### src/rtl/instruction_fetch_dualpe.sv
`default_nettype none
// ============================================================================
// Module      : instruction_fetch_dualpe
// Description : Dual-PE instruction fetch. Two identical, independent
//               channels, each with a fetch PC, a 2-entry {pc, instr} queue
//               with valid/ready delivery, RUN/HALT control, redirect and a
//               saturating delivered-instruction counter.
// Revision    : 1.0 - initial release
// ============================================================================

// One fetch channel: fetch PC, 2-deep queue, RUN/HALT FSM, delivery counter.
module instruction_fetch_channel #(
    parameter logic [31:0] RESET_PC  = 32'h0000_0000,
    parameter logic [31:0] HALT_WORD = 32'h0000_0073
) (
    input  logic        clk,
    input  logic        rst,
    output logic [31:0] A,
    input  logic [31:0] RD,
    input  logic        redir_valid,
    input  logic [31:0] redir_pc,
    output logic [31:0] instr,
    output logic [31:0] pc,
    output logic        valid,
    input  logic        ready,
    output logic        halted,
    output logic [15:0] fcnt
);

    localparam logic [0:0]  S_RUN  = 1'b0;
    localparam logic [0:0]  S_HALT = 1'b1;
    localparam logic [15:0] c_fcnt_max = 16'hFFFF;

    logic [0:0]  r_state;
    logic [0:0]  w_state_nxt;
    logic        w_run;
    logic        w_halted;
    logic [31:0] r_fetch_pc;
    logic [1:0]  r_count;
    logic [31:0] r_pc0, r_pc1, r_in0, r_in1;
    logic [15:0] r_fcnt;
    logic        w_pop;
    logic        w_fetch;
    logic        w_is_halt;
    logic [1:0]  w_slot;
    logic [31:0] w_redir_target;

    // Head entry pops on handshake; a fetch needs RUN, no redirect, and a free
    // slot either already present or created by this cycle's pop.
    assign w_pop          = (r_count != 2'd0) && ready;
    assign w_fetch        = w_run && !redir_valid && ((r_count != 2'd2) || w_pop);
    assign w_is_halt      = (RD == HALT_WORD);
    assign w_slot         = r_count - {1'b0, w_pop};
    assign w_redir_target = redir_pc & ~32'h0000_0003;

    // FSM state register.
    always_ff @(posedge clk) begin
        if (rst) r_state <= S_RUN;
        else     r_state <= w_state_nxt;
    end

    // FSM next state: a fetched halt word stops fetch; a redirect resumes it.
    always_comb begin
        w_state_nxt = r_state;
        case (r_state)
            S_RUN:   if (w_fetch && w_is_halt) w_state_nxt = S_HALT;
            S_HALT:  if (redir_valid)          w_state_nxt = S_RUN;
            default: w_state_nxt = S_RUN;
        endcase
    end

    // FSM outputs.
    always_comb begin
        w_run    = (r_state == S_RUN);
        w_halted = (r_state == S_HALT);
    end

    // Fetch PC, queue storage and delivery counter.
    always_ff @(posedge clk) begin
        if (rst) begin
            r_fetch_pc <= RESET_PC;
            r_count    <= 2'd0;
            r_pc0      <= 32'h0;
            r_pc1      <= 32'h0;
            r_in0      <= 32'h0;
            r_in1      <= 32'h0;
            r_fcnt     <= 16'h0;
        end else begin
            if (w_pop && (r_fcnt != c_fcnt_max))
                r_fcnt <= r_fcnt + 16'd1;
            if (redir_valid) begin
                r_count    <= 2'd0;
                r_fetch_pc <= w_redir_target;
            end else begin
                r_count <= r_count - {1'b0, w_pop} + {1'b0, w_fetch};
                if (w_pop) begin
                    r_pc0 <= r_pc1;
                    r_in0 <= r_in1;
                end
                if (w_fetch) begin
                    // Push lands in the first slot free after any pop.
                    if (w_slot == 2'd0) begin
                        r_pc0 <= r_fetch_pc;
                        r_in0 <= RD;
                    end else begin
                        r_pc1 <= r_fetch_pc;
                        r_in1 <= RD;
                    end
                    // Halt word parks the PC on itself.
                    if (!w_is_halt)
                        r_fetch_pc <= r_fetch_pc + 32'd4;
                end
            end
        end
    end

    assign A      = r_fetch_pc;
    assign instr  = r_in0;
    assign pc     = r_pc0;
    assign valid  = (r_count != 2'd0);
    assign halted = w_halted;
    assign fcnt   = r_fcnt;

endmodule

module instruction_fetch_dualpe #(
    parameter logic [31:0] RESET_PC1 = 32'h0000_0000,
    parameter logic [31:0] RESET_PC2 = 32'h0000_0800,
    parameter logic [31:0] HALT_WORD = 32'h0000_0073
) (
    input  logic        clk,
    input  logic        rst,
    output logic [31:0] A1,
    output logic [31:0] A2,
    input  logic [31:0] RD1,
    input  logic [31:0] RD2,
    input  logic        redir1_valid,
    input  logic        redir2_valid,
    input  logic [31:0] redir1_pc,
    input  logic [31:0] redir2_pc,
    output logic [31:0] instr1,
    output logic [31:0] instr2,
    output logic [31:0] pc1,
    output logic [31:0] pc2,
    output logic        valid1,
    output logic        valid2,
    input  logic        ready1,
    input  logic        ready2,
    output logic        halted1,
    output logic        halted2,
    output logic [15:0] fcnt1,
    output logic [15:0] fcnt2
);

    instruction_fetch_channel #(.RESET_PC(RESET_PC1), .HALT_WORD(HALT_WORD)) u_ch1 (
        .clk(clk), .rst(rst), .A(A1), .RD(RD1),
        .redir_valid(redir1_valid), .redir_pc(redir1_pc),
        .instr(instr1), .pc(pc1), .valid(valid1), .ready(ready1),
        .halted(halted1), .fcnt(fcnt1)
    );

    instruction_fetch_channel #(.RESET_PC(RESET_PC2), .HALT_WORD(HALT_WORD)) u_ch2 (
        .clk(clk), .rst(rst), .A(A2), .RD(RD2),
        .redir_valid(redir2_valid), .redir_pc(redir2_pc),
        .instr(instr2), .pc(pc2), .valid(valid2), .ready(ready2),
        .halted(halted2), .fcnt(fcnt2)
    );

endmodule
`default_nettype wire

### config.mk
export PLATFORM = sky130hd
export DESIGN_NAME = instruction_fetch_dualpe
export DESIGN_NICKNAME = d
export VERILOG_FILES = /design/src/rtl/instruction_fetch_dualpe.sv
export SDC_FILE = /design/constraint.sdc
export NUM_CORES = 1
export LEC_CHECK = 0
export CORE_MARGIN = 5
export CORE_UTILIZATION = 30
export CTS_CLUSTER_DIAMETER = 60
export DETAILED_ROUTE_END_ITERATION = 6
export PLACE_DENSITY = 0.5
export SETUP_SLACK_MARGIN = 0.15
export SLEW_MARGIN = 20
export SYNTH_ARGS = -nofsm -noshare
export SYNTH_HDL_FRONTEND = slang
export SYNTH_SLANG_ARGS = --single-unit
### constraint.sdc
create_clock -name clk -period 3.53 [get_ports clk]
set_clock_uncertainty 0.15 [all_clocks]
set_input_delay 1.059 -clock clk [delete_from_list [all_inputs] [get_ports clk]]
set_output_delay 1.059 -clock clk [all_outputs]
set_load 0.05 [all_outputs]
==> results of run 1 <==
[timing repair]
action                     4_1_cts  5_1_grt
setup endpoints to repair        1        0
buffers inserted                 0        0
resized for setup                1        0
[power groups by stage]
stage / Combinational, W / Sequential (W) / Clock [W]
2_1_floorplan: 0.000950 / 0.00518 / 0
6_report: 0.00268 / 0.00446 / 0.00475
4_1_cts: 0.00271 / 0.00446 / 0.00489
5_1_grt: 0.00286 / 0.00449 / 0.00505
3_3_place_gp: 0.00269 / 0.00453 / 0
3_5_place_dp: 0.00270 / 0.00454 / 0
[cells in the mapped netlist (28+ instances only)]
cell	instances	share of area, %
dfxtp_1	350	45
nand4_1	28	1.1
clkbuf_1	124	3.0
nor2_1	201	4.8
nand2_1	370	8.9
a311oi_1	46	2.6
nand3_1	35	1.1
o221a_2	43	3.1
a21oi_1	156	5.0
mux2i_1	55	3.5
a211oi_1	48	2.3
nor3_1	74	2.4
inv_1	51	1.2
[cell type report]
class                           count  share of cell area, %
Clock buffer                       68                   6.33
Clock inverter                     13                  0.732
Timing Repair Buffer              441                   20.6
Sequential cell                   350                   32.0
Tap cell                          680                   3.89
Multi-Input combinational cell   1360                   35.6
Inverter                           51                  0.875
[sequential cells by signal, indices dropped and copies added (netlist names), 30 cells and up]
register	count
u_ch2.r_in1	32
u_ch1.instr	32
u_ch1.r_pc1	30
u_ch1.A	30
u_ch2.r_pc1	30
u_ch1.r_in1	32
u_ch1.pc	32
u_ch2.A	30
u_ch2.pc	32
u_ch2.instr	32
[worst min-delay path: cells and delay by family (launching register included)]
| family | cells | cell delay [ps] |
|---|---|---|
| AOI/OAI and AO/OA | 1 | 50 |
| DFF | 1 | 300 |
| and+or+nand+nor | 1 | 50 |
[metrics by stage]
step / utilization, % / instance area [µm²]
floorplan: - / 15600
global placement: 39.6 / 20300
detailed placement: 39.6 / 20300
CTS: 42.6 / 21900
global route: 42.6 / 21900
finish: 42.6 / 21900
[logic make-up (layout without fill, tap and decap cells)]
| kind of cell | after synthesis | in the layout | synth area share (%) |
|---|---|---|---|
| buffers and inverters | 211 | 573 | 5.43 |
| XOR/XNOR | 37 | 37 | 2.08 |
| multiplexers | 58 | 58 | 3.75 |
| AO/OA/AOI/OAI | 426 | 426 | 19.2 |
| other | 1 | 4 | 0.0241 |
| adder cells (fa/ha/maj) | 6 | 6 | 0.482 |
| AND/OR/NAND/NOR | 829 | 829 | 24.1 |
| flip-flops | 350 | 350 | 45.0 |
[routing by layer]
layer	vias to the layer above	GRT usage (%)	routed length, µm
li1	7480	-	-
met1	7279	23.9	24000
met2	433	32.5	26900
met3	78	5.31	4340
met4	12	5.25	1230
met5	-	0	90
[worst paths after layout]
path | slack, ps | from | depth (start not counted) | to
worst max register to register | 870 | u_ch1.A[2] | 7 | u_ch1.A[24]
worst min register to register | 300 | u_ch1.r_in1[2] | 2 | u_ch1.r_in1[2]
worst max-delay path | 270 | u_ch1.A[10] | 1 | A1[10]
worst min-delay path | 300 | u_ch1.r_in1[2] | 2 | u_ch1.r_in1[2]
==> results.md, run 1 <==
- Status: finished, final reports clean
- Clock power frac: approximately 40%
- WP buf/inv: 1
- Most common cell after layout, fill and taps aside: nand2_1
- Setup ws final: ~270 ps
- Slew margin rel.: about 44%
- Fin crit share: roughly 92%
- Worst setup EP type: output port
- Num CTS Buffers: 45
- CP Launch Type: register
- Most frequent cells in the layout: nand2_1 (369), dfxtp_1 (350), clkdlybuf4s50_1 (349), nor2_1 (201), a21oi_1 (155)
- Final cell count without fillers: between 2000 and 3000
- Fillers: a little over 5000
- DP Cell Count: 2882
- Hold WS: about 300 ps
- Reg area: 7010 µm²
- Pin count of the biggest net entering global routing: between 100 and 150
- Worst-path clk slew: approximately 60 ps
- Vias in the first global route: 14900
- Antenna Cells: 0
- Mapped Area: about 16000 µm²
- RSZ-0062 raised after global routing: no
- Die H: between 200 and 250 µm
- # setup viols final: 0
- Drt drc: 0
- CP Data Arrival Time: about 2100 ps
- Asr flop ratio synth: 0%
- Full die area: about 57000 µm²
- #FFs+latches synth: 350
- Min cycle time layout: 3260 ps
- Root Buffer: clkbuf_16
- Core area: 51400 µm²
- Final net count: 2389
- Area Growth Syn to Fin: 40.4%
- Hpwl dp: roughly 39000 µm
- Boundary pin count: between 300 and 400
- Via density: between 5 and 6
- Power per Cell Area: 543 nW/µm²
- Sw Share: between 30% and 40%
- Sinks on Clock Net: 350
- Critical Path Max Stage Delay: between 900 and 1000 ps
- Placer Congestion: roughly 0.83
- Via Count: between 15000 and 20000
- Post-detailed-route wirelength per cell: 19.1 µm
- Floorplan row count: 83
- Cts-stage hold buffer count: 0
- Crit path kind: register to output port
- Slowest cell on the critical path: clkdlybuf4s50_1
- Pint: between 0.008 and 0.009 W
- Comb power frac: roughly 23%
- Seq/Total Area, Yosys: between 40% and 50%
- Final Hold Viols: 0
- Starting Density: 30.3%
- DRT antenna net count: 0
- Worst-path fanout max: 7
- Aggregate routed wire length: 56500 µm
- CP Cell Sequence: clkdlybuf4s50_1
- First-pass GRT wire length: about 88000 µm
- Worst Tran Pin Value: 825 ps
- Cell family with most CP delay: buffers and inverters
- Initial DRC count: just over 1000
- Yosys cell types: about 70
- Share of layout cells above drive strength 1: between 10% and 20%
- Seq pwr share: between 30% and 40%
- Die width: 238 µm
- GRT Util Overall: between 10% and 20%
- IO buf count: about 350
- Slew Viols, Final: 0
- Initial antenna violation count: 7
- Multi-input gate area: roughly 8000 µm²
- Prevailing post-synth register cell: dfxtp_1
- Drt pass-1 iters: 5
- Maximum VDD drop: 0.318 mV
- Max-cap viol count: 0
- Place WS: -178 ps
- Synthesized instance count: ~1900
- Worst endpoint required time: 2320 ps
- Ys Warns: 0
- Avg Cell Area, Syn: roughly 8.1 µm²
- Leak: 7.77 nW
- EDFF count, synth: 0
- Worst-skew pair later-pin latency: 580 ps
- Worst min-delay path category: register to register
- NetSw: 0.00376 W
- CTS H-tree depth: 2
- GRT Residual Overflow: 0
- Max Fclk: about 300 MHz
- CTS tree: done
- Max Buffers Root-to-Sink: 3
- Overall Power: approximately 0.012 W
- Total negative slack: 0 ps
No activity file was read; power rests on OpenSTA's default activity.
==> run 2: changes to the inputs <==
- CTS_CLUSTER_SIZE: default -> 10
==> run 2 against run 1 <==
Effect of this change:
- via count down 0.71%
- global-route usage barely moved
- total power decreased by 4.9%
- critical path type unchanged
- clock-buffer cell count shrank 12
- largest cell class unchanged
==> results.md, run 2 (same netlist as run 1, synthesis figures left out) <==
- # setup viols final: 0
- Num CTS Buffers: between 40 and 50
- CP Cell Sequence: clkdlybuf4s50_1
- Leak: 7.65 nW
- Slowest cell on the critical path: clkdlybuf4s50_1
- DP Cell Count: 2882
- Worst setup EP type: output port
- Fin crit share: a little over 90%
- Max Fclk: 307 MHz
- Initial antenna violation count: 8
- Boundary pin count: between 300 and 400
- Placer Congestion: between 0.8 and 0.9
- IO buf count: roughly 350
- Share of layout cells above drive strength 1: about a tenth
- Area Growth Syn to Fin: 38.8%
- RSZ-0062 raised after global routing: no
- Hpwl dp: 39000 µm
- Core area: 51400 µm²
- Post-detailed-route wirelength per cell: 19.1 µm
- GRT Residual Overflow: 0
- Worst-path fanout max: 7
- Worst-path clk slew: about 50 ps
- Cell family with most CP delay: buffers and inverters
- Starting Density: a little under a third
- Cts-stage hold buffer count: 0
- Maximum VDD drop: about 0.31 mV
- WP buf/inv: 1
- Die H: 238 µm
- Total negative slack: 0 ps
- Drt pass-1 iters: 5
- Final cell count without fillers: ~2900
- CP Launch Type: register
- Die width: about 240 µm
- Worst Tran Pin Value: approximately 830 ps
- Power per Cell Area: 523 nW/µm²
- Min cycle time layout: roughly 3300 ps
- Slew margin rel.: around 44%
- Status: finished, final reports clean
- Full die area: around 57000 µm²
- Via Count: ~15000
- Via density: ~5.2
- Most frequent cells in the layout: nand2_1 (369), dfxtp_1 (350), clkdlybuf4s50_1 (349), nor2_1 (201), a21oi_1 (155)
- Final net count: roughly 2400
- Sinks on Clock Net: between 300 and 400
- R2R Setup Slk: 820 ps
- Most common cell after layout, fill and taps aside: nand2_1
- CTS tree: done
- CP Data Arrival Time: between 2000 and 2500 ps
- Max Buffers Root-to-Sink: 3
- Pin count of the biggest net entering global routing: 124
- Slew Viols, Final: 0
- Crit path kind: register to output port
- Critical Path Max Stage Delay: approximately 940 ps
- Worst endpoint required time: 2320 ps
- Post-CTS setup buffer count: 0
- GRT Util Overall: about a fifth
- Root Buffer: clkbuf_16
- First-pass GRT wire length: around 88000 µm
- CTS H-tree depth: 2
- Initial DRC count: a little under 1000
- Worst min-delay path category: register to register
- Drt drc: 0
- Floorplan row count: slightly above 80
- DRT antenna net count: 0
- Worst-skew pair later-pin latency: between 500 and 600 ps
- Aggregate routed wire length: approximately 56000 µm
- Final Hold Viols: 0
- Fillers: just over 5000
- Vias in the first global route: approximately 15000
- Max-cap viol count: 0
[run 2: final timing paths]
path / start / end / cells past startpoint
setup / recovery: u_ch1.A[10] / A1[10] / 1
hold / removal: u_ch1.r_in1[2] / u_ch1.r_in1[2] / 2
setup reg to reg: u_ch1.A[11] / u_ch1.A[26] / 6
hold reg to reg: u_ch1.r_in1[2] / u_ch1.r_in1[2] / 2
[run 2: report_power, final]
| group | leakage, nW | internal, W | switching, W |
|---|---|---|---|
| Sequential | 2.86 | 0.00423 | 0.000227 |
| Clock | 0.630 | 0.00247 | 0.00171 |
| Combinational | 4.16 | 0.000971 | 0.00171 |
[run 2: timing repair]
action                                 CTS  global route
endpoints found under the hold margin    0             0
gates resized for setup                  0             1
setup endpoints to repair                0             1
[run 2: metrics by stage]
stage	utilization, %	setup WS (ps)	hold WS, ps	power, W	cell area [µm²]
floorplan	-	195	286	0.00613	15600
global placement	39.6	-126	291	0.00722	20300
detailed placement	39.6	-178	296	0.00724	20300
CTS	42.1	151	303	0.0115	21600
global route	42.1	215	320	0.0118	21600
finish	42.1	271	301	0.0113	21600
[run 2: worst reg2reg max path: stages, from the launching register on]
cell	delay, ps
dfxtp_1	540
nand4_4	240
nor4_1	740
o211ai_1	210
buf_4	210
or4_1	460
nand3_1	90
[run 2: cell type report]
class	instances	area, µm²	share of cell area (%)
Tap cell	680	851	3.93
Sequential cell	350	7010	32.4
Antenna cell	1	2.50	0.0116
Inverter	51	191	0.885
Multi-Input combinational cell	1360	7790	36.0
Timing Repair Buffer	441	4500	20.8
Clock buffer	56	1220	5.63
Clock inverter	6	72.6	0.335
[run 2: per-layer routing]
metal / wire (µm) / track usage (%)
met2: 26800 / 32.3
met3: 4060 / 5.25
met4: 1190 / 5.23
met1: 24200 / 23.9
met5: 110 / 0
==> run 3: changes to the inputs <==
--- a/config.mk
+++ b/config.mk
@@ -9,2 +9,3 @@
 export CORE_UTILIZATION = 30
+export CTS_BUF_LIST = sky130_fd_sc_hd__clkbuf_8
 export CTS_CLUSTER_DIAMETER = 60
@@ -12,2 +13,3 @@
 export DETAILED_ROUTE_END_ITERATION = 6
+export GPL_ROUTABILITY_DRIVEN = 0
 export PLACE_DENSITY = 0.5
==> constraint.sdc (replaced) <==
create_clock -name clk -period 3.53 [get_ports clk]
set_clock_uncertainty 0.15 [all_clocks]
set_input_delay 0.353 -clock clk [delete_from_list [all_inputs] [get_ports clk]]
set_output_delay 0.353 -clock clk [all_outputs]
set_load 0.05 [all_outputs]
==> run 3 against run 2 <==
Effect of this change:
- global-route usage is 0.095 points lower
- register-to-register slack worse by 60 ps
- clock power is 32% lower
- via count is 1.4% lower
- sequential power hardly changed
- clock-buffer cell count is 7 lower
- sequential cell count stayed put
- setup slack better by 490 ps
- non-clock buffer count is 42 lower
- critical endpoint is now u_ch1.A[26]
- highest routed layer unchanged
==> results.md, run 3 (same netlist as run 1, synthesis figures left out) <==
- CTS tree: done
- Share of layout cells above drive strength 1: 7.84%
- Cts-stage hold buffer count: 0
- GRT Util Overall: a little under a fifth
- Pint: 0.00644 W
- CP Data Arrival Time: between 3000 and 4000 ps
- Min cycle time layout: approximately 2800 ps
- Most common cell after layout, fill and taps aside: nand2_1
- CTS resizes: 0
- Worst-path fanout max: 9
- Post-DP Area: between 15000 and 20000 µm²
- Via Count: around 15000
- Aggregate routed wire length: about 56000 µm
- Die width: ~240 µm
- Max Fclk: between 300 and 400 MHz
- Hpwl dp: 38400 µm
- NetSw: approximately 0.0034 W
- CP Launch Type: register
- Boundary pin count: 362
- Clock power frac: roughly 29%
- Met3 GRT Util: 5.84%
- Num CTS Buffers: 44
- Worst-path clk slew: 80 ps
- Initial antenna violation count: 5
- Max-cap viol count: 0
- Drt pass-1 iters: 5
- Area Growth Syn to Fin: 32.3%
- # setup viols final: 0
- Post-detailed-route wirelength per cell: roughly 19 µm
- Die H: around 240 µm
- Worst min-delay path category: input port to register
- Drt drc: 0
- Post-route cell area: between 20000 and 25000 µm²
- Sinks on Clock Net: between 300 and 400
- Fillers: around 5200
- Root Buffer: clkbuf_8
- Max Buffers Root-to-Sink: 3
- Comb power frac: around a quarter
- Worst Tran Pin Value: between 800 and 900 ps
- First-pass GRT wire length: 87300 µm
- Leak: 7.14 nW
- Fin crit share: 78.6%
- Total negative slack: 0 ps
- Most frequent cells in the layout: nand2_1 (369), clkdlybuf4s50_1 (350), dfxtp_1 (350), nor2_1 (201), a21oi_1 (155)
- Slew Viols, Final: 0
- Starting Density: 30.3%
- Grt peak-use layer: met2
- Worst setup EP type: register
- CTS H-tree depth: 2
- RSZ-0062 raised after global routing: no
- Post-CTS setup buffer count: 0
- Floorplan row count: between 80 and 90
- Via density: 5.16
- Core area: roughly 51000 µm²
- Full die area: 56600 µm²
- Status: finished, final reports clean
- Worst-skew pair later-pin latency: 600 ps
- Vias in the first global route: roughly 15000
- Maximum VDD drop: approximately 0.24 mV
- Pin count of the biggest net entering global routing: about 120
- Final Hold Viols: 0
- GRT Residual Overflow: 0
- Slew margin rel.: between 40% and 50%
- Final net count: between 2000 and 2500
- GR met1 Demand/Resource: approximately a quarter
- Initial DRC count: roughly 690
- Sw Share: a little over a third
- Crit path kind: register to register
- Met2 GRT Util: between 30% and 40%
- IO buf count: 353
- Antenna Cells: 0
- Power per Cell Area: 480 nW/µm²
- Seq pwr share: 44.9%
- DRT antenna net count: 0
- Worst endpoint required time: 3920 ps
## run 3: cell count changes in the layout (fill, tap and decap cells not counted), moves of 6 or more
cell and change:
buf_4 -29, clkbuf_8 +44, clkbuf_16 -45, clkbuf_1 -6
buf_12 -13
## run 3: worst paths after layout
| check | startpoint | to | slack, ps | depth (start not counted) |
|---|---|---|---|---|
| worst max-delay path | u_ch1.A[11] | u_ch1.A[26] | 760 | 5 |
| worst min-delay path | rst | u_ch2.r_pc1[4] | 50 | 2 |
| worst max register to register | u_ch1.A[11] | u_ch1.A[26] | 760 | 5 |
| worst min register to register | u_ch1.r_in1[27] | u_ch1.r_in1[27] | 300 | 2 |
## run 3: per-stage QoR
step / util [%] / cells / hold WS, ps / total power (W) / setup slack (ps)
finish: 40.1 / 2898 / 48.6 / 0.00989 / 756
global placement: 38.6 / 2840 / 291 / 0.00714 / 434
detailed placement: 38.6 / 2840 / 296 / 0.00715 / 418
floorplan: - / 1921 / 286 / 0.00613 / 828
global route: 40.1 / 2898 / 49.3 / 0.0104 / 544
CTS: 40.1 / 2898 / 24.4 / 0.0101 / 742
## run 3: power groups by stage
stage,Clock (W),Combinational [W],Sequential [W]
finish,0.00285,0.00260,0.00444
global route,0.00313,0.00279,0.00448
CTS,0.00301,0.00263,0.00444
detailed placement,0,0.00262,0.00453
global placement,0,0.00261,0.00453
floorplan,0,0.000950,0.00518
## run 3: metal layers
layer / vias to the layer above / part of all wire, %
met5: - / 0.11
met4: 8 / 2.1
met3: 70 / 7.7
met2: 398 / 47
met1: 7124 / 43
li1: 7358 / -
## run 3: critical path: stages, from the launching register on
cell and delay (ps):
dfxtp_1 530, nand4_4 230, nor4_1 710, o211ai_1 430, or4_1 580, nand3_1 90
## run 3: final cells by class
class                           instances  area (µm²)  share of cell area [%]
Tap cell                              680         851                    4.13
Sequential cell                       350        7010                    34.0
Timing Repair Buffer                  399        4020                    19.5
Clock buffer                           49         674                    3.27
Multi-Input combinational cell       1360        7790                    37.8
Clock inverter                          9        76.3                   0.370
Inverter                               51         191                   0.929
==> RTL change 1, RTL diff (config.mk and constraints of run 1) <==
`RESET_PC2`: 32'h0000_0800 -> 32'h00000400.
--- a/src/rtl/instruction_fetch_dualpe.sv
+++ b/src/rtl/instruction_fetch_dualpe.sv
@@ -126,5 +126,5 @@
 module instruction_fetch_dualpe #(
     parameter logic [31:0] RESET_PC1 = 32'h0000_0000,
-    parameter logic [31:0] RESET_PC2 = 32'h0000_0800,
+    parameter logic [31:0] RESET_PC2 = 32'h00000400,
     parameter logic [31:0] HALT_WORD = 32'h0000_0073
 ) (
Function: changed (a bounded check fails within 4 cycles, from zero or initial values and one cycle with rst high).
==> RTL change 1 against run 1 <==
Final cell count about the same. Global-route usage up 0.18 points. Power down 5.7%. Clock power down 4%. Wire length up 1.7%. Register-to-register slack worse by 0.09 ns. Sequential cell count unchanged. Setup slack better by 0.0099 ns. Count of clock-buffer cells in the layout down 2. Area after synthesis down 0.35%. Sequential power down 2%. Critical path depth unchanged. Utilization down 0.050 points. Cell area down 0.32%. Critical path type unchanged. Largest power group unchanged.
==> RTL change 1: results (changes against run 1) <==
\begin{tabular}{lr}
\hline
Metric & Value \\
\hline
\multicolumn{2}{l}{\textbf{Place}} \\
\quad Gp weighted congestion & 0.808 (-2.3\%) \\
\quad Post-DP Area & 20300 sq um (about the same) \\
\quad Post-Place Setup Slack & -0.0907 ns (+0.0872 ns) \\
\quad Placed cell count & 2885 (+0.10\%) \\
\multicolumn{2}{l}{\textbf{Synthesis}} \\
\quad Portion of netlist area occupied by mux cells & 3.13\% (-0.62 points) \\
\quad Count of distinct cell types in the synthesized netlist & 66 (-8.3\%) \\
\quad Area fraction in compound gates after synthesis & 19.8\% (+0.58 points) \\
\quad Gate Count Post-Synth & 1916 (-0.10\%) \\
\quad Top cell types by occurrence after synthesis & 370 x sky130\_fd\_sc\_hd\_\_nand2\_1, 350 x sky130\_fd\_sc\_hd\_\_dfxtp\_1, 189 x sky130\_fd\_sc\_hd\_\_nor2\_1, 162 x sky130\_fd\_sc\_hd\_\_a21oi\_1, 132 x sky130\_fd\_sc\_hd\_\_clkbuf\_1 \\
\quad Synthesized-area fraction occupied by adder cells & 0.483\% (+0.0017 points) \\
\quad XOR/XNOR Fraction of Synth Area & 2.20\% (+0.12 points) \\
\multicolumn{2}{l}{\textbf{Global route}} \\
\quad Global routing met3 resource utilization & 4.48\% (-0.83 points) \\
\quad Met2 global-route usage & 30.8\% (-1.7 points) \\
\quad Antenna violations before repair & 0 (-7) \\
\quad GR Util met1 & 26.3\% (+2.4 points) \\
\multicolumn{2}{l}{\textbf{Cells and area}} \\
\quad Net count, final & 2390 (+0.042\%) \\
\quad Share of post-route cells with drive strength above 1 & 8.98\% (-1.2 points) \\
\multicolumn{2}{l}{\textbf{Power and ir drop}} \\
\quad Seq pwr share & 39.1\% (+1.6 points) \\
\quad Combinational power & 0.00226 W (-16\%) \\
\quad Largest vdd supply drop & 426 uV (+34\%) \\
\quad Static leakage & 7.42 nW (-4.5\%) \\
\multicolumn{2}{l}{\textbf{Run status}} \\
\quad Result of the run & finished, final reports clean \\
\multicolumn{2}{l}{\textbf{Clock tree}} \\
\quad Number of buffers created by CTS & 43 (-4.4\%) \\
\quad Worst skew pair latency & 0.56 ns (-0.02 ns) \\
\multicolumn{2}{l}{\textbf{Drt}} \\
\quad Drt initial violations & 1000 (-2.4\%) \\
\quad DRT Wirelength & 57500 um (+1.7\%) \\
\quad Total via count after detailed routing & 15500 (+1.2\%) \\
\quad Detailed Routing Iterations Pass 1 & 7 (+2) \\
\quad Via/cell ratio & 5.22 (+1.2\%) \\
\hline
\end{tabular}
RTL change 1: changes by cell type in the layout (fill, tap and decap cells not counted), moves of 12 or more:
cell                       delta
sky130_fd_sc_hd__nor2_1      -13
sky130_fd_sc_hd__o31ai_1     +14
sky130_fd_sc_hd__mux2i_1     -12
sky130_fd_sc_hd__nor3_1      -23
sky130_fd_sc_hd__or3_1       +20
sky130_fd_sc_hd__a211oi_1    +27
sky130_fd_sc_hd__o221a_2     -19
RTL change 1: path summary, 6_finish.rpt:
check               endpoint  slack [ns]  cells past startpoint             from
max                    A1[4]        0.28                      1       u_ch1.A[4]
min          u_ch2.r_pc1[24]        0.30                      2  u_ch2.r_pc1[24]
max reg2reg      u_ch1.A[21]        0.78                      6      u_ch1.A[12]
min reg2reg  u_ch2.r_pc1[24]        0.30                      2  u_ch2.r_pc1[24]
RTL change 1: layer usage:
| layer | share of wire, % | vias to the layer above |
|---|---|---|
| met5 | 0 | - |
| met4 | 2.6 | 0 |
| met3 | 5.8 | 83 |
| met2 | 46 | 362 |
| met1 | 45 | 7486 |
| li1 | - | 7536 |
RTL change 1: logic make-up (layout without fill, tap and decap cells):
family | count (synthesis) | after routing
XOR/XNOR | 39 | 39
multiplexers | 48 | 48
AND/OR/NAND/NOR | 823 | 823
flip-flops | 350 | 350
buffers and inverters | 199 | 564
other | 1 | 4
AO/OA/AOI/OAI | 450 | 450
adder cells (fa/ha/maj) | 6 | 6
RTL change 1: cell type report:
class / instances / area, sq um
Fill cell: 5175 / 29500
Tap cell: 680 / 851
Sequential cell: 350 / 7010
Timing Repair Buffer: 435 / 4420
Clock buffer: 66 / 1320
Multi-Input combinational cell: 1370 / 7880
Inverter: 50 / 188
Clock inverter: 13 / 155
==> RTL change 2, RTL diff (flow settings as in run 1) <==
Made on the original files. Reset style: asynchronous (`rst`), changed in 2 clocked blocks.
--- a/src/rtl/instruction_fetch_dualpe.sv
+++ b/src/rtl/instruction_fetch_dualpe.sv
@@ -55,5 +55,5 @@
 
     // FSM state register.
-    always_ff @(posedge clk) begin
+    always_ff @(posedge clk or posedge rst) begin
         if (rst) r_state <= S_RUN;
         else     r_state <= w_state_nxt;
@@ -77,5 +77,5 @@
 
     // Fetch PC, queue storage and delivery counter.
-    always_ff @(posedge clk) begin
+    always_ff @(posedge clk or posedge rst) begin
         if (rst) begin
             r_fetch_pc <= RESET_PC;
Formal check against the unedited RTL: not equivalent (a bounded check fails within 4 cycles, from zero or initial values and one cycle with rst high; the reset may be asserted at any time).
==> RTL change 2 against run 1 <==
Sequential cell count did not move. Register-to-register slack got worse by 0.24 ns. Area after synthesis rose by 3.5%. Wire length fell by 12%. Die area rose by 3.4%. Critical path depth did not move. Cell area rose by 3.4%. Setup slack improved by 0.0098 ns. Critical path type unchanged. Critical endpoint is now A2[11].
Power is not compared: it rests on default switching activity, and its combinational part moved more than twofold at a synthesized area within 25%.
==> RTL change 2: results (changes against run 1) <==
\begin{tabular}{lr}
\hline
Metric & Value \\
\hline
\multicolumn{2}{l}{\textbf{Global route}} \\
\quad First-pass GRT wire length & 78000 um (-11\%) \\
\quad Total routing usage reported by global routing & 16.5\% (-2.6 points) \\
\quad Via count of the first global-routing pass & 12800 (-14\%) \\
\quad Maximum number of pins on one net before global-route repair & 94 (-24\%) \\
\multicolumn{2}{l}{\textbf{Synthesis}} \\
\quad Register area share after synthesis & 54.3\% (+9.3 points) \\
\quad Top cell types by occurrence after synthesis & 349 x sky130\_fd\_sc\_hd\_\_dfrtp\_1, 188 x sky130\_fd\_sc\_hd\_\_nand2\_1, 153 x sky130\_fd\_sc\_hd\_\_o21ai\_0, 136 x sky130\_fd\_sc\_hd\_\_mux2i\_1, 131 x sky130\_fd\_sc\_hd\_\_mux2\_2 \\
\quad Top area cells in the synthesized netlist & sky130\_fd\_sc\_hd\_\_dfrtp\_1 54\%, sky130\_fd\_sc\_hd\_\_mux2\_2 9.1\%, sky130\_fd\_sc\_hd\_\_mux2i\_1 8.4\%, sky130\_fd\_sc\_hd\_\_o21ai\_0 4.7\%, sky130\_fd\_sc\_hd\_\_nand2\_1 4.4\% \\
\quad Count of distinct cell types in the synthesized netlist & 67 (-6.9\%) \\
\multicolumn{2}{l}{\textbf{Cells and area}} \\
\quad Net count, final & 1988 (-17\%) \\
\quad Share of post-route cells with drive strength above 1 & 16.8\% (+6.6 points) \\
\multicolumn{2}{l}{\textbf{Drt}} \\
\quad Detailed Routing Iterations Pass 1 & 4 (-1) \\
\quad Drt initial violations & 625 (-39\%) \\
\quad Via/cell ratio & 4.87 (-5.5\%) \\
\multicolumn{2}{l}{\textbf{Hold path}} \\
\quad Startpoint of the lowest-slack hold path & u\_ch1.instr[6] \\
\quad Worst Hold Path EP & u\_ch1.instr[6] \\
\multicolumn{2}{l}{\textbf{Run status}} \\
\quad Result of the run & finished, final reports clean \\
\multicolumn{2}{l}{\textbf{Worst setup path}} \\
\quad Endpoint of the most critical register-to-register path & u\_ch2.A[26] \\
\quad Reg2Reg Launch Point & u\_ch2.A[11] \\
\quad Crit-path max FO & 8 (+1) \\
\quad Setup slack of the worst register-to-register path & 0.63 ns (-0.24 ns) \\
\quad Maximum single-stage delay on the critical path & 0.85 ns (-0.09 ns) \\
\multicolumn{2}{l}{\textbf{Place}} \\
\quad Gp weighted congestion & 0.816 (-1.3\%) \\
\quad Final HPWL DP & 36300 um (-6.9\%) \\
\quad Post-Place Setup Slack & -0.129 ns (+0.0486 ns) \\
\quad Post-DP Area & 21100 sq um (+3.8\%) \\
\multicolumn{2}{l}{\textbf{Timing}} \\
\quad Smallest setup slack after layout & 0.277 ns (+0.00980 ns) \\
\quad WHS & 0.325 ns (+0.0232 ns) \\
\hline
\end{tabular}
-- RTL change 2: cell types whose count changed after synthesis, sizes merged, moves of 46 or more --
cell	run 1	this run
nor2	202	41
dfrtp	0	349
clkbuf	124	57
dfxtp	350	0
mux2	3	131
nor3	74	24
a311oi	46	0
a211oi	48	2
o21ai	30	155
mux2i	55	136
a21oi	157	8
nand2	370	188
-- RTL change 2: cells by family (layout without fill, tap and decap cells) --
group	Yosys count	after routing	synth area share (%)
AO/OA/AOI/OAI	242	242	9.09
XOR/XNOR	44	44	2.39
adder cells (fa/ha/maj)	8	8	0.620
buffers and inverters	103	542	2.91
flip-flops	350	350	54.3
multiplexers	267	267	17.6
other	1	7	0.0232
AND/OR/NAND/NOR	424	424	13.1
-- RTL change 2: worst max-delay path by stage --
stage          cells after the start          end              from
2_1_floorplan                      1  u_ch1.A[10]               rst
3_3_place_gp                       9  u_ch2.A[26]           RD2[22]
3_5_place_dp                       9  u_ch2.A[26]           RD2[22]
4_1_cts                            2       valid1  u_ch1.r_count[1]
5_1_grt                            1        A1[9]        u_ch1.A[9]
6_report                           1       A2[11]       u_ch2.A[11]
-- RTL change 2: where the power goes --
group          switching (W)  leakage [nW]  internal [W]  total, W
clock network        0.00182         0.730       0.00284   0.00467
logic                0.00589          4.96       0.00397   0.00985
registers            0.00102          4.26       0.00561   0.00663
-- RTL change 2: through the flow --
stage          util [%]  std cells
2_1_floorplan         -       1442
3_3_place_gp       39.5       2495
3_5_place_dp       39.5       2495
4_1_cts            42.3       2577
5_1_grt            42.3       2579
6_report           42.3       2580
-- RTL change 2: worst reg2reg max path: cells and delay by family, from the launching register on --
| kind | cells | cell delay [ns] |
|---|---|---|
| simple gates | 3 | 1.39 |
| compound gates | 1 | 0.33 |
| mux | 1 | 0.28 |
| flops | 1 | 0.64 |
-- RTL change 2: area by class of cell --
class	instances	area [sq um]
well taps	696	871
multi-input cells	989	6960
clock inverters	16	209
flip-flops and latches	350	8760
inverters	18	71.3
diodes	3	7.51
repair buffers	442	4450
fillers	5192	30900
clock buffers	66	1290
-- RTL change 2: layer usage --
metal / up-vias / global-route usage [%] / part of all wire (%)
met3: 81 / 5.22 / 6.8
met1: 6166 / 21.5 / 44
met4: 0 / 5.57 / 3.3
met5: - / 0 / 0
li1: 6038 / - / -
met2: 290 / 26.3 / 46
